## src/rtl/graphic_pkg.sv

```systemverilog
// Shared graphics definitions for the render back end.
// Holds the Color/Weight SRAM word geometry (16 RGB pixels per 384-bit word),
// the RGB pixel type used by the rasterizer's colour packing, the scanout FSM
// state type and a helper that extracts one pixel lane from an SRAM word.
package graphic_pkg;

  localparam int PIX_W        = 24;
  localparam int PIX_PER_WORD = 16;
  localparam int CW_WORD_W    = 384;
  localparam int CW_ADDR_W    = 16;
  localparam int COORD_W      = 12;

  typedef struct packed {
    logic [7:0] r;
    logic [7:0] g;
    logic [7:0] b;
  } rgb_t;

  typedef enum logic [1:0] {
    ST_IDLE,
    ST_RUN,
    ST_DONE
  } scan_state_t;

  // Lane 0 sits in the LSBs of the word and is the first pixel on screen.
  function automatic rgb_t word_pixel(input logic [CW_WORD_W-1:0] w,
                                      input logic [3:0]           sel);
    return w[sel*PIX_W +: PIX_W];
  endfunction

endpackage

```

## src/rtl/scanout_word_buf.sv

```systemverilog
// Two-entry word FIFO used as the scanout prefetch buffer.
// Ports:
//   clk, srst_n  - clock, asynchronous active-low reset
//   flush        - empties the FIFO (wins over push/pop)
//   push         - write push_data; accepted when not full or when popping
//   push_data    - SRAM word to store
//   pop          - discard the head entry (ignored when empty)
//   head         - current head word
//   occupancy    - number of stored words, 0..2
module scanout_word_buf
  import graphic_pkg::*;
#(
  parameter int WORD_W = CW_WORD_W
) (
  input  logic              clk,
  input  logic              srst_n,
  input  logic              flush,
  input  logic              push,
  input  logic [WORD_W-1:0] push_data,
  input  logic              pop,
  output logic [WORD_W-1:0] head,
  output logic [1:0]        occupancy
);

  logic [WORD_W-1:0] mem [2];
  logic              wr_ptr;
  logic              rd_ptr;
  logic [1:0]        count;
  logic              push_ok;
  logic              pop_ok;

  always_comb begin
    pop_ok  = pop && (count != 2'd0);
    // A full buffer still takes a word when the head leaves in the same cycle.
    push_ok = push && ((count != 2'd2) || pop_ok);
  end

  always_ff @(posedge clk or negedge srst_n) begin
    if (!srst_n) begin
      wr_ptr <= 1'b0;
      rd_ptr <= 1'b0;
      count  <= '0;
    end else if (flush) begin
      wr_ptr <= 1'b0;
      rd_ptr <= 1'b0;
      count  <= '0;
    end else begin
      if (push_ok) wr_ptr <= ~wr_ptr;
      if (pop_ok)  rd_ptr <= ~rd_ptr;
      case ({push_ok, pop_ok})
        2'b10:   count <= count + 2'd1;
        2'b01:   count <= count - 2'd1;
        default: ;
      endcase
    end
  end

  // Storage needs no reset: occupancy alone says what is valid.
  always_ff @(posedge clk) begin
    if (push_ok && !flush) mem[wr_ptr] <= push_data;
  end

  assign head      = mem[rd_ptr];
  assign occupancy = count;

endmodule

```

## src/rtl/frame_scanout.sv

```systemverilog
// Frame scanout: reads one rendered frame out of the Color/Weight SRAM and
// serialises it into a valid/ready pixel stream with raster coordinates.
// A two-word prefetch buffer covers the one-cycle SRAM read latency so the
// stream runs at one pixel per cycle.
// Ports:
//   clk, srst_n           - clock, asynchronous active-low reset
//   start                 - one-cycle pulse starting a frame (ignored while busy)
//   abort                 - synchronous flush back to idle
//   base_addr             - SRAM word address of pixel (0,0), sampled on start
//   sram_rd_en/sram_addr  - SRAM read request
//   sram_rdata            - SRAM read data, valid the cycle after sram_rd_en
//   pix_data/pix_x/pix_y  - RGB pixel and its column/line
//   pix_valid/pix_ready   - stream handshake
//   pix_last              - final pixel of the frame
//   busy                  - frame in progress
//   done                  - one-cycle pulse after the last pixel is accepted
module frame_scanout
  import graphic_pkg::*;
#(
  parameter int H_RES  = 256,
  parameter int V_RES  = 256,
  parameter int ADDR_W = CW_ADDR_W
) (
  input  logic                 clk,
  input  logic                 srst_n,
  input  logic                 start,
  input  logic                 abort,
  input  logic [ADDR_W-1:0]    base_addr,
  output logic                 sram_rd_en,
  output logic [ADDR_W-1:0]    sram_addr,
  input  logic [CW_WORD_W-1:0] sram_rdata,
  output logic [PIX_W-1:0]     pix_data,
  output logic [COORD_W-1:0]   pix_x,
  output logic [COORD_W-1:0]   pix_y,
  output logic                 pix_valid,
  input  logic                 pix_ready,
  output logic                 pix_last,
  output logic                 busy,
  output logic                 done
);

  localparam int FRAME_WORDS = H_RES * V_RES / PIX_PER_WORD;
  localparam int WORD_CNT_W  = $clog2(FRAME_WORDS + 1);

  scan_state_t            state;
  logic [ADDR_W-1:0]      base_q;
  logic [WORD_CNT_W-1:0]  words_issued;
  logic                   inflight;
  logic [3:0]             sel;
  logic [COORD_W-1:0]     x_q;
  logic [COORD_W-1:0]     y_q;

  logic                   buf_flush;
  logic                   buf_pop;
  logic [CW_WORD_W-1:0]   buf_head;
  logic [1:0]             buf_occ;
  logic                   accept;
  logic                   x_end;

  scanout_word_buf #(
    .WORD_W(CW_WORD_W)
  ) u_word_buf (
    .clk       (clk),
    .srst_n    (srst_n),
    .flush     (buf_flush),
    .push      (inflight),
    .push_data (sram_rdata),
    .pop       (buf_pop),
    .head      (buf_head),
    .occupancy (buf_occ)
  );

  always_comb begin
    pix_valid  = (state == ST_RUN) && (buf_occ != 2'd0);
    accept     = pix_valid && pix_ready;
    x_end      = (x_q == COORD_W'(H_RES - 1));
    pix_last   = pix_valid && x_end && (y_q == COORD_W'(V_RES - 1));
    pix_data   = pix_valid ? word_pixel(buf_head, sel) : '0;
    pix_x      = x_q;
    pix_y      = y_q;
    busy       = (state == ST_RUN);
    done       = (state == ST_DONE);
    // Words already buffered plus the one in flight must leave room for the new one.
    sram_rd_en = (state == ST_RUN)
              && (words_issued < WORD_CNT_W'(FRAME_WORDS))
              && ((3'(buf_occ) + 3'(inflight)) < 3'd2);
    sram_addr  = sram_rd_en ? (base_q + ADDR_W'(words_issued)) : '0;
    buf_pop    = accept && (sel == 4'd15);
    // Flushing on abort also drops a word arriving that very cycle.
    buf_flush  = abort || ((state == ST_IDLE) && start);
  end

  always_ff @(posedge clk or negedge srst_n) begin
    if (!srst_n) begin
      state        <= ST_IDLE;
      base_q       <= '0;
      words_issued <= '0;
      inflight     <= 1'b0;
      sel          <= '0;
      x_q          <= '0;
      y_q          <= '0;
    end else if (abort) begin
      state    <= ST_IDLE;
      inflight <= 1'b0;
    end else begin
      case (state)
        ST_IDLE: begin
          if (start) begin
            state        <= ST_RUN;
            base_q       <= base_addr;
            words_issued <= '0;
            inflight     <= 1'b0;
            sel          <= '0;
            x_q          <= '0;
            y_q          <= '0;
          end
        end
        ST_RUN: begin
          inflight <= sram_rd_en;
          if (sram_rd_en) words_issued <= words_issued + WORD_CNT_W'(1);
          if (accept) begin
            sel <= sel + 4'd1;
            if (x_end) begin
              x_q <= '0;
              y_q <= y_q + COORD_W'(1);
            end else begin
              x_q <= x_q + COORD_W'(1);
            end
            if (pix_last) state <= ST_DONE;
          end
        end
        ST_DONE: begin
          state    <= ST_IDLE;
          inflight <= 1'b0;
        end
        default: state <= ST_IDLE;
      endcase
    end
  end

endmodule

```

## config.mk

```make
export PLATFORM = sky130hd
export DESIGN_NAME = frame_scanout
export DESIGN_NICKNAME = d
export VERILOG_FILES = /design/src/rtl/graphic_pkg.sv /design/src/rtl/scanout_word_buf.sv /design/src/rtl/frame_scanout.sv
export SDC_FILE = /design/constraint.sdc
export NUM_CORES = 1
export LEC_CHECK = 0
export CAP_MARGIN = 20
export CORE_MARGIN = 1.5
export CORE_UTILIZATION = 55
export DETAILED_ROUTE_END_ITERATION = 6
export PLACE_DENSITY = 0.89
export SYNTH_ARGS = -nofsm -noshare
export SYNTH_HDL_FRONTEND = slang
export SYNTH_SLANG_ARGS = --single-unit
```

## constraint.sdc

```tcl
create_clock -name clk -period 20.2 [get_ports clk]
set_input_delay 2.02 -clock clk [delete_from_list [all_inputs] [get_ports clk]]
set_output_delay 2.02 -clock clk [all_outputs]
set_load 0.01 [all_outputs]
```

# ---- Word-level counts from Yosys, hierarchy flattened
# Memory sizes are Yosys's and may differ from the RTL's.
# Index checks and enable logic that the tools add are counted.
dict set report classes {
  n_addsub 8
  n_mul 1
  div 0
  order_cmp 2
  n_eq_ne 15
  shifts 1
  n_mux 31
  bitwise 3
  reduce_logical 27
}
# operator n
set op_table {}
lappend op_table {{variable part select 384 x 10 -> 24 bit} 1}
lappend op_table {{2-to-1 mux 12 bit} 5}
lappend op_table {{one-hot mux 12 bit (2 select lines)} 2}
lappend op_table {{2-to-1 mux 13 bit} 2}
lappend op_table {{one-hot mux 13 bit (2 select lines)} 1}
lappend op_table {{adder 12 x 1 -> 12 bit (second input constant)} 2}
lappend op_table {{== test 12 x 8 -> 1 bit (second input constant)} 2}
lappend op_table {{2-to-1 mux 24 bit} 1}
lappend op_table {{adder 16 x 13 -> 16 bit} 1}
lappend op_table {{2-to-1 mux 16 bit} 1}
lappend op_table {{adder 13 x 1 -> 13 bit (second input constant)} 1}
lappend op_table {{< comparator 13 bit (second input constant)} 1}
lappend op_table {{logical AND 1 bit} 11}
lappend op_table {{2-to-1 mux 2 bit} 5}
lappend op_table {{2-to-1 mux 1 bit} 8}
lappend op_table {{2-to-1 mux 4 bit} 2}
lappend op_table {{one-hot mux 2 bit (2 select lines)} 2}
lappend op_table {{one-hot mux 4 bit (2 select lines)} 1}
lappend op_table {{AND reduction 4 bit} 2}
lappend op_table {{nonzero test 2 bit} 4}
lappend op_table {{multiplier 4 x 2 -> 6 bit (second input constant)} 1}
lappend op_table {{inequality test 2 bit (second input constant)} 3}
lappend op_table {{inequality test 3 bit (second input constant)} 2}
lappend op_table {{AND reduction 3 bit} 2}
lappend op_table {{19 further kinds} 25}
dict set report word_totals {
  ff_bits 64
  latch_bits 0
  ramBits 768
  mem_bits_ro 0
  wordCells 99
  memories 1
}
# memory depth width read_ports rd_ports_with_merged_regs wr line_no
set memory_table {}
lappend memory_table {u_word_buf.mem 2 384 1 0 1 scanout_word_buf.sv:25} ;# logic [WORD_W-1:0] mem [2];

# ---- Depth between registers and ports, before layout
dict set report logic_depth {
  word_depth 10
  depth_mapped 9
  ltp_nobuf 8
}

# ---- By module
# From an unflattened synthesis, not the netlist that was laid out.
dict set report unflattened {
  cells_unflattened 1801
  area_unflattened_um2 34717.0
}
# mod instances cells_per_inst area_per_inst_um2 seq_area_each_um2
set modules_own_cells {}
lappend modules_own_cells {scanout_word_buf 1 1219 28085.7 23162.2}
lappend modules_own_cells {frame_scanout 1 582 6631.4 1501.4}

# ---- Worst setup path before layout
# Ideal clock, no wire load.
dict set report synth_timing {
  path_kind {in2reg}
  start {input pix_ready}
  end {memory u_word_buf.mem[0][0] in the netlist's numbering (enable)}
  setup_time_ps 1137
  arrival_ps 18759
  required_time_ps 19063
  path_slack_ps 304
  cell_stages 5
  path_buffers 0
  cell_sequence {nand4_1 -> nor3_1 -> o31ai_1 -> or2_2 -> nor2_1}
}
dict set report synth_via {
  elab_chain_len 8
}
# element line_no
set synth_rtl {}
lappend synth_rtl {{from (decl)} frame_scanout.sv:36} ;# input logic pix_ready,
lappend synth_rtl {{logical AND 1 bit} frame_scanout.sv:75} ;# accept = pix_valid && pix_ready;
lappend synth_rtl {{logical AND 1 bit} frame_scanout.sv:88} ;# buf_pop = accept && (sel == 4'd15);
lappend synth_rtl {{logical AND 1 bit} scanout_word_buf.sv:33} ;# pop_ok = pop && (count != 2'd0);
lappend synth_rtl {{logical OR 1 bit} scanout_word_buf.sv:35} ;# push_ok = push && ((count != 2'd2) || pop_ok);
lappend synth_rtl {{logical AND 1 bit} scanout_word_buf.sv:35}
lappend synth_rtl {{logical AND 1 bit} scanout_word_buf.sv:60} ;# if (push_ok && !flush) mem[wr_ptr] <= push_data;
lappend synth_rtl {{2-to-1 mux 1 bit} scanout_word_buf.sv:60}
lappend synth_rtl {{2-to-1 mux 1 bit (not written as such)} scanout_word_buf.sv:60}
lappend synth_rtl {{to (decl)} scanout_word_buf.sv:25}
# Every way passes these cells.

# ---- Worst setup path after layout
dict set report layout_timing {
  start {register u_word_buf.rd_ptr}
  end {output pix_data[10]}
}
dict set report layout_via {
  elab_chain_len 3
}
# element line_no
set layout_rtl {}
lappend layout_rtl {{from (decl)} scanout_word_buf.sv:27} ;# logic rd_ptr;
lappend layout_rtl {{from (signal assigned)} scanout_word_buf.sv:49} ;# if (pop_ok) rd_ptr <= ~rd_ptr;
lappend layout_rtl {{memory read (2 x 384 bit)} n/a}
lappend layout_rtl {{variable part select 384 x 10 -> 24 bit} graphic_pkg.sv:28} ;# return w[sel*PIX_W +: PIX_W];
lappend layout_rtl {{2-to-1 mux 24 bit} frame_scanout.sv:78} ;# pix_data = pix_valid ? word_pixel(buf_head, sel) : '0;
lappend layout_rtl {{to (decl)} frame_scanout.sv:32} ;# output logic [PIX_W-1:0] pix_data,
# Every way passes these cells.

==> impl_metrics.env <==
export IMPL_status="finished clean"
export IMPL_synth_area_sq_um=33200
export IMPL_syn_nets=2080
export IMPL_p_leak_nw=13.3
export IMPL_grt_first_pass_wirelength_microns=132000
export IMPL_final_layout_size_suffix_gt1_share_pct=18.3
export IMPL_cts_setup_buffers=0
export IMPL_post_dp_cell_area_sq_um=38700
export IMPL_worstPathRequired_ns=18.18
export IMPL_cp_start_kind="flip-flop"
export IMPL_ctsRootBufferMaster="clkbuf_16"
export IMPL_yosys_warnings=0
export IMPL_postRouteAntennaNets=0
export IMPL_fin_skew_ns=0.0399
export IMPL_ir_drop_uv=103
export IMPL_cts_resized=0
export IMPL_die_area_sq_um=61900
export IMPL_synth_main_ff_cell="edfxtp_1"
export IMPL_cts_buffers=84
export IMPL_avgSynthCellArea_sq_um=20.0
export IMPL_slew_headroom_pct=13.4
export IMPL_gp_congestion=0.870
export IMPL_io_pins=474
export IMPL_fp_dieW_microns=249
export IMPL_fin_crit_sh_pct=38.0
export IMPL_drt_met1_wl_microns=31900
export IMPL_drt_iter0_markers=2036
export IMPL_initial_core_util_pct=56.0
export IMPL_critical_path_endpoint_type="output port"
export IMPL_met2_length_microns=47000
export IMPL_grt_pass1_vias=19900
export IMPL_cts_tree="yes"
export IMPL_p_sw_mw=0.864
export IMPL_clock_sinks=832
export IMPL_yosys_cell_types_count=61
export IMPL_post_route_min_period_ns=7.68
export IMPL_detail_route_vias_per_cell=6.28
export IMPL_worst_pin_slew_ns=1.30
export IMPL_clock_latency_ns=0.65
export IMPL_seq_power_share_pct=50.4
export IMPL_async_flop_share_pct=7.69
export IMPL_grt_total_usage_pct=29.5
export IMPL_routedWlPerCell_microns=30.1
export IMPL_p_int_mw=3.00
export IMPL_path_class="reg2out"
export IMPL_antenna_found_initial=48
export IMPL_swShare_pct=22.3
export IMPL_core_area_sq_um=59400
export IMPL_route_vias_total=19000
export IMPL_hold_class="reg2reg"
export IMPL_cts_hold_buffers=0
export IMPL_area_growth_pct=25.1
export IMPL_arrival_ns=5.66
export IMPL_pwr_share_clk_pct=40.2
export IMPL_fin_area_sq_um=41600
export IMPL_wl_microns=91300
export IMPL_setup_violations=0
export IMPL_ys_seq_area_share_pct=74.2
export IMPL_dpl_hpwl_microns=58500
export IMPL_fill_cells=3457
export IMPL_num_rows=89
export IMPL_power_frac_comb_pct=9.4
export IMPL_setup_tns_ns=0
export IMPL_grt_ovfl_total=0
export IMPL_synth_edf_count=768
export IMPL_maxCapViolations=0
export IMPL_drc=0
export IMPL_drv_slew=0
export IMPL_path_clk_slew_ns=0.06
export IMPL_clk_path_buf_depth=3
export IMPL_fmax_mhz=130
export IMPL_critical_path_max_fanout=53
export IMPL_grt_setup_unrepaired="false"
export IMPL_dr_pass1_iters=5
export IMPL_ys_ff_latch=832
export IMPL_p_per_area_nw_per_um2=93.1
export IMPL_routed_top_layer="met5"
export IMPL_h_tree_depth=3
export IMPL_nets=2580
export IMPL_grt_max_degree=172
export IMPL_syn_inst=1657
export IMPL_wl_met3_microns=8530
export IMPL_hold_viol_final=0
export IMPL_die_y_microns=249
export IMPL_io_buffer_count=473
==> cells in the mapped netlist, types with 14 or more instances <==
library cell | count | area share (%)
clkbuf_1 | 40 | 0.45
a21oi_1 | 22 | 0.33
ha_1 | 17 | 0.64
mux2i_1 | 39 | 1.2
nor3_1 | 31 | 0.47
o21ai_0 | 28 | 0.42
buf_2 | 18 | 0.27
nand3_1 | 20 | 0.30
xor2_1 | 16 | 0.42
mux4_2 | 192 | 13
nor2b_1 | 14 | 0.26
nand2_1 | 46 | 0.52
dfrtp_1 | 64 | 4.8
nor2_1 | 79 | 0.89
inv_1 | 14 | 0.16
edfxtp_1 | 768 | 69
mux2_2 | 51 | 1.7
a211oi_1 | 15 | 0.34
buf_6 | 17 | 0.58
==> layout make-up <==
| class | instances | area [sq um] | share of cell area, % |
|---|---|---|---|
| Clock buffer | 98 | 2160 | 5.21 |
| Clock inverter | 51 | 574 | 1.38 |
| Sequential cell | 832 | 24700 | 59.4 |
| Antenna cell | 40 | 100 | 0.241 |
| Multi-Input combinational cell | 724 | 8050 | 19.4 |
| Tap cell | 773 | 967 | 2.33 |
| Timing Repair Buffer | 501 | 4990 | 12.0 |
| Inverter | 14 | 52.6 | 0.126 |
==> flip-flops by register name, summed over array words and instances (netlist names) <==
name	count
pix_y	12
u_word_buf.rd_ptr	1
u_word_buf.occupancy	2
words_issued	13
sel	4
u_word_buf.wr_ptr	1
inflight	1
pix_x	12
state	2
u_word_buf.mem	768
base_q	16
==> routing by layer <==
metal  global-route usage [%]  vias to the layer above
li1                         -                     7880
met1                     35.9                     9824
met2                     49.9                     1098
met3                     8.23                      208
met4                     12.2                       28
met5                        0                        -
==> critical path, stage by stage, from the launching register on <==
cell	delay, ns
dfrtp_4	0.96
buf_4	0.82
buf_4	0.87
mux4_2	0.60
mux2_2	0.28
a221oi_1	0.74
nor3_1	0.15
clkdlybuf4s50_1	0.54
==> kinds of logic after synthesis <==
| logic type | share of synthesized area [%] |
|---|---|
| simple gates | 3.63 |
| xor+xnor | 0.738 |
| mux | 15.9 |
| flops | 74.2 |
| compound gates | 3.12 |
| fa+ha+maj | 0.701 |
| buf+inv | 1.65 |
==> layout by cell type, fill, tap and decap left out, types with 17 or more instances in the layout <==
cell             netlist  layout
nor2_1                79      77
mux2_2                51      51
clkbuf_16              0      84
ha_1                  17      17
nand2_1               46      46
mux4_2               192     192
nor3_1                31      31
edfxtp_1             768     768
clkdlybuf4s50_1        0     472
dfrtp_1               64      59
diode_2                0      40
buf_4                  5      24
mux2i_1               39      39
a21oi_1               22      22
nand3_1               20      20
o21ai_0               28      28
==> power by group through the flow <==
stage          sequential, mW  clock [mW]  combinational, mW
6_report                 1.95        1.56              0.363
5_1_grt                  1.95        1.63              0.384
4_1_cts                  1.95        1.58              0.362
3_5_place_dp             1.98           0              0.354
3_3_place_gp             1.98           0              0.341
2_1_floorplan            1.99           0              0.183
==> path summary, 6_finish.rpt <==
check / slack [ns] / to / cells after the start / from
max: 12.52 / pix_data[10] / 7 / u_word_buf.rd_ptr
min: 0.52 / base_q[9] / 1 / base_q[9]
max reg2reg: 14.60 / u_word_buf.mem[1][65] / 8 / state[0]
min reg2reg: 0.52 / base_q[9] / 1 / base_q[9]
max in group asynchronous: 17.97 / sel[2] / 2 / srst_n
min in group asynchronous: 1.60 / base_q[15] / 2 / srst_n
==> through the flow <==
step / util (%) / hold WS, ns / total power, mW / setup WS, ns / instances
6_report: 70.0 / 0.518 / 3.87 / 12.52 / 3033
5_1_grt: 70.0 / 0.546 / 3.97 / 12.15 / 3018
4_1_cts: 69.8 / 0.521 / 3.89 / 12.26 / 2992
3_5_place_dp: 65.2 / 0.507 / 2.34 / 12.57 / 2843
3_3_place_gp: 65.2 / 0.505 / 2.32 / 12.76 / 2842
2_1_floorplan: - / 0.477 / 2.17 / 0.304 / 1657
No activity file was read; power rests on OpenSTA's default activity.
==> RTL change 1: new RTL, same flow settings <==
Re-encode `scan_state_t` (3 states) as one-hot, 3 bits wide.
--- a/src/rtl/graphic_pkg.sv
+++ b/src/rtl/graphic_pkg.sv
@@ -18,6 +18,6 @@
 
-  typedef enum logic [1:0] {
-    ST_IDLE,
-    ST_RUN,
-    ST_DONE
+  typedef enum logic [2:0] {
+    ST_IDLE = 3'b001,
+    ST_RUN  = 3'b010,
+    ST_DONE = 3'b100
   } scan_state_t;
Behaviour: no difference found for any inputs over 4 cycles, from zero or initial values and one cycle with srst_n low; so few cycles prove little.
==> RTL change 1 against the unedited design <==
Synthesized area decreased by 0.98%; sequential cell count increased by 1; setup slack better by 260 ps; die area is 0.97% lower; fmax grew 3.5%; routed wire length decreased by 3.1%; design area decreased by 0.56%; critical path depth is 1 higher; clock skew decreased by 0.69 ps; total power shrank 6.5%; core utilization about the same; count of clock-buffer cells in the layout is 2 higher; synthesized cell count rose by 1.1%; non-clock buffer count shrank 1; largest power group unchanged; highest routed layer unchanged.
==> RTL change 1: results (changes against the unedited design) <==
metric	value	unit	change
tightestPinTransition	1250	ps	-49.2 ps
dp_slack	13260	ps	+684 ps
muxShareOfSynthArea	13.5	%	-2.4 points
critPathMaxStageDelay	920	ps	-40 ps
drive_gt1_share	15.8	%	-2.6 points
grt_max_degree	176		+2.3%
worstSkewPairLatency	630	ps	-20 ps
peakVddDrop	0.0994	mV	-3.2%
vias	19400		+2.0%
vias_per_cell	6.36		+1.4%
synthArstFlopShare	7.80	%	+0.11 points
grt.total_usage	28.6	%	-0.92 points
yosys.area_share.xor_xnor	0.905	%	+0.17 points
antenna_found_initial	44		-8.3%
synth.distinct_cells	62		+1.6%
path_max_fanout	50		-5.7%
grt_pass1_wl	126000	um	-4.8%
synthAdderAreaFrac	0.707	%	+0.0070 points
grt_pass1_vias	20000		+0.20%
synthTopCellsByArea	edfxtp_1 (70%), mux4_2 (12%), dfrtp_1 (4.9%), mux2i_1 (1.5%), a211oi_1 (1.1%)		
synth_compound_area_share	5.36	%	+2.2 points
syn_inst	1676		+1.1%
netlist_top_cells_count	edfxtp_1 (768), mux4_2 (168), dfrtp_1 (64)		
place.gp.congestion	0.877		+0.72%
drt_iter0_drc	2120		+4.1%
dp_hpwl	56500	um	-3.3%
finalClockSkew	39.2	ps	-0.692 ps
status	finished clean		
p_leak	0.0132	uW	-0.72%
fill_cells	3449		-0.23%
-- RTL change 1: routing by layer --
layer | vias to the layer above | part of all wire, % | track usage [%] | routed length, um
li1 | 8023 | - | - | -
met1 | 9860 | 35 | 35.1 | 30800
met2 | 1287 | 51 | 47.8 | 45400
met3 | 229 | 9.1 | 6.43 | 8080
met4 | 18 | 4.6 | 14.7 | 4080
met5 | - | 0.12 | 0 | 107
-- RTL change 1: path summary, 6_finish.rpt --
kind                                         from  slack (ps)  depth (start not counted)                      to
worst max register to register             sel[0]       14490                          9  u_word_buf.mem[0][303]
worst min-delay path                    base_q[2]         520                          1               base_q[2]
worst max-delay path            u_word_buf.rd_ptr       12780                          8             pix_data[6]
worst min register to register          base_q[2]         520                          1               base_q[2]
min in group asynchronous                  srst_n        1590                          2                pix_y[9]
max in group asynchronous                  srst_n       17960                          2       u_word_buf.rd_ptr
-- RTL change 1: metrics by stage --
stage	power (uW)	hold slack (ps)	cell area, um2
after global placement	2120	499	38500
after detailed placement	2130	503	38500
final	3620	519	41300
after global routing	3710	541	41300
after floorplan	2010	487	32900
after CTS	3630	519	41200
-- RTL change 1: area by class of cell --
cell class / count / area [um2] / area share, %
flip-flops and latches: 833 / 24700 / 59.7
multi-input cells: 739 / 7840 / 19.0
clock buffers: 100 / 2200 / 5.33
clock inverters: 51 / 470 / 1.14
repair buffers: 500 / 5000 / 12.1
diodes: 41 / 103 / 0.248
inverters: 15 / 56.3 / 0.136
well taps: 773 / 967 / 2.34
-- RTL change 1: cells by family after synthesis --
kind of cell / after synthesis
buffers and inverters: 104
flip-flops: 833
adder cells (fa/ha/maj): 18
AND/OR/NAND/NOR: 205
AO/OA/AOI/OAI: 249
multiplexers: 233
XOR/XNOR: 34
-- RTL change 1: power by group --
group	switching, uW	internal, uW	total (uW)
Combinational	75.9	106	182
Sequential	13.3	1900	1910
Clock	649	872	1520
-- RTL change 1: critical path, delay by kind of cell (launching register included) --
kind / cells / cell delay, ps
simple gates: 1 / 90
compound gates: 3 / 910
flops: 1 / 920
mux: 1 / 610
buf+inv: 3 / 2170
==> RTL change 2: new RTL, same flow settings <==
Without the edit above. Set the parameter `H_RES` to 512 (it was 256).
--- a/src/rtl/frame_scanout.sv
+++ b/src/rtl/frame_scanout.sv
@@ -19,3 +19,3 @@
 #(
-  parameter int H_RES  = 256,
+  parameter int H_RES  = 512,
   parameter int V_RES  = 256,
Behaviour: no difference found for any inputs over 4 cycles, from zero or initial values and one cycle with srst_n low; that may be too few to reach the edited logic, so the function may still have changed.
==> RTL change 2 against the unedited design <==
Critical path type unchanged; die area shrank 0.15%; synthesized area shrank 0.15%; highest routed layer unchanged; setup slack gained 560 ps; sequential cell count grew 1; routed wire length grew 1.2%; total power shrank 0.59%; core utilization shrank 0.20 points; design area shrank 0.29%; largest power group unchanged; combinational power grew 7.7%.
==> RTL change 2: results (changes against the unedited design) <==
metric	value	unit	change
place.gp.congestion	0.871		about the same
synthArstFlopShare	7.80	%	+0.11 points
grt_util_met2	50.9	%	+0.97 points
path_max_fanout	51		-3.8%
wl_per_cell	29.8	um	-0.94%
cts_made_buffers	83		-1.2%
grt_util_met3	8.32	%	+0.088 points
netlist_top_cells_count	edfxtp_1 (768), mux4_2 (144), nand2_1 (88)		
grt.total_usage	29.7	%	+0.17 points
synth_top_area_share	69.5	%	+0.11 points
finalClockSkew	37.0	ps	-2.90 ps
tightestPinTransition	1450	ps	+148 ps
synthTopCellsByArea	edfxtp_1 (70%), mux4_2 (9.8%), dfrtp_1 (4.9%), mux2i_1 (2.5%), nand2_1 (1.0%)		
antenna_found_initial	45		-6.3%
grt_max_degree	195		+13%
dp_hpwl	58800	um	+0.68%
finalNetCount	2656		+2.9%
top_regs	u_word_buf.mem: 768 flops, base_q: 16 flops, words_issued: 14 flops		
yosysSeqAreaShare	74.4	%	+0.19 points
grt_pass1_vias	20500		+2.9%
grt_pass1_wl	134000	um	+1.1%
cp.arrival	5100	ps	-560 ps
p_leak	0.0134	uW	+0.99%
drive_gt1_share	14.6	%	-3.7 points
status	finished clean		
synth.distinct_cells	67		+9.8%
place_area	0.0387	mm2	-0.11%
peakVddDrop	0.0816	mV	-21%
cts_root_buffer	clkbuf_16		
vias_per_cell	6.41		+2.1%
drt_iter0_drc	2138		+5.0%
syn-num-nets	2166		+4.1%
use_met1	35.1	%	-0.83 points
[RTL change 2: cell count changes after synthesis, moves of 23 or more]
| cell | unedited run | this run |
|---|---|---|
| mux2i_1 | 39 | 83 |
| a22o_1 | 0 | 24 |
| nand2_1 | 46 | 88 |
| mux4_2 | 192 | 144 |
| nor2_1 | 79 | 54 |
| nor3_1 | 31 | 8 |
[RTL change 2: kinds of logic after synthesis]
family / after synthesis / synth area share (%)
AOI/OAI and AO/OA: 257 / 5.70
xor gates and xnor gates: 29 / 0.766
adders and majority gates: 19 / 0.739
buffers and inverters: 107 / 1.58
DFF: 833 / 74.4
muxes: 256 / 13.3
and+or+nand+nor: 241 / 3.52
[RTL change 2: cell type report]
cell class | count | area [um2]
Fill cell | 3541 | 17900
Antenna cell | 30 | 75.1
Tap cell | 773 | 967
Clock inverter | 43 | 444
Sequential cell | 833 | 24700
Multi-Input combinational cell | 802 | 8010
Inverter | 13 | 48.8
Clock buffer | 106 | 2200
Timing Repair Buffer | 499 | 5010
[RTL change 2: path summary, 6_finish.rpt]
check,depth (start not counted),from,slack (ps),end
max,8,u_word_buf.rd_ptr,13080,pix_data[17]
min,1,base_q[3],520,base_q[3]
max reg2reg,8,sel[0],14670,u_word_buf.mem[1][122]
min reg2reg,1,base_q[3],520,base_q[3]
max in group asynchronous,2,srst_n,17960,u_word_buf.rd_ptr
min in group asynchronous,2,srst_n,1600,base_q[3]
[RTL change 2: worst max-delay path, stage by stage, from the launching register on]
cell and delay, ps:
dfrtp_4 1000, buf_4 870, buf_4 360, buf_16 340, mux4_2 560, nand2_1 90
o2111ai_1 240, o211a_1 370, clkdlybuf4s50_1 500
[RTL change 2: power by group]
group          switching (uW)  leakage, uW  internal [uW]
logic                     202      0.00437            189
clock network             662      0.00128            835
registers                32.3      0.00779           1930
[RTL change 2: per-stage QoR]
| stage | cells | setup WS [ps] | util [%] | power, uW |
|---|---|---|---|---|
| 6_report | 3099 | 13080 | 69.8 | 3850 |
| 4_1_cts | 3066 | 12660 | 69.6 | 3860 |
| 3_3_place_gp | 2916 | 13380 | 65.1 | 2360 |
| 3_5_place_dp | 2917 | 13330 | 65.2 | 2370 |
| 5_1_grt | 3093 | 12810 | 69.8 | 3950 |
| 2_1_floorplan | 1742 | 390 | - | 2190 |
[RTL change 2: metal layers]
metal  up-vias  part of all wire, %
li1       8176                    -
met1     10200                   35
met2      1262                   52
met3       224                  9.5
met4        32                  3.9
met5         -                 0.23
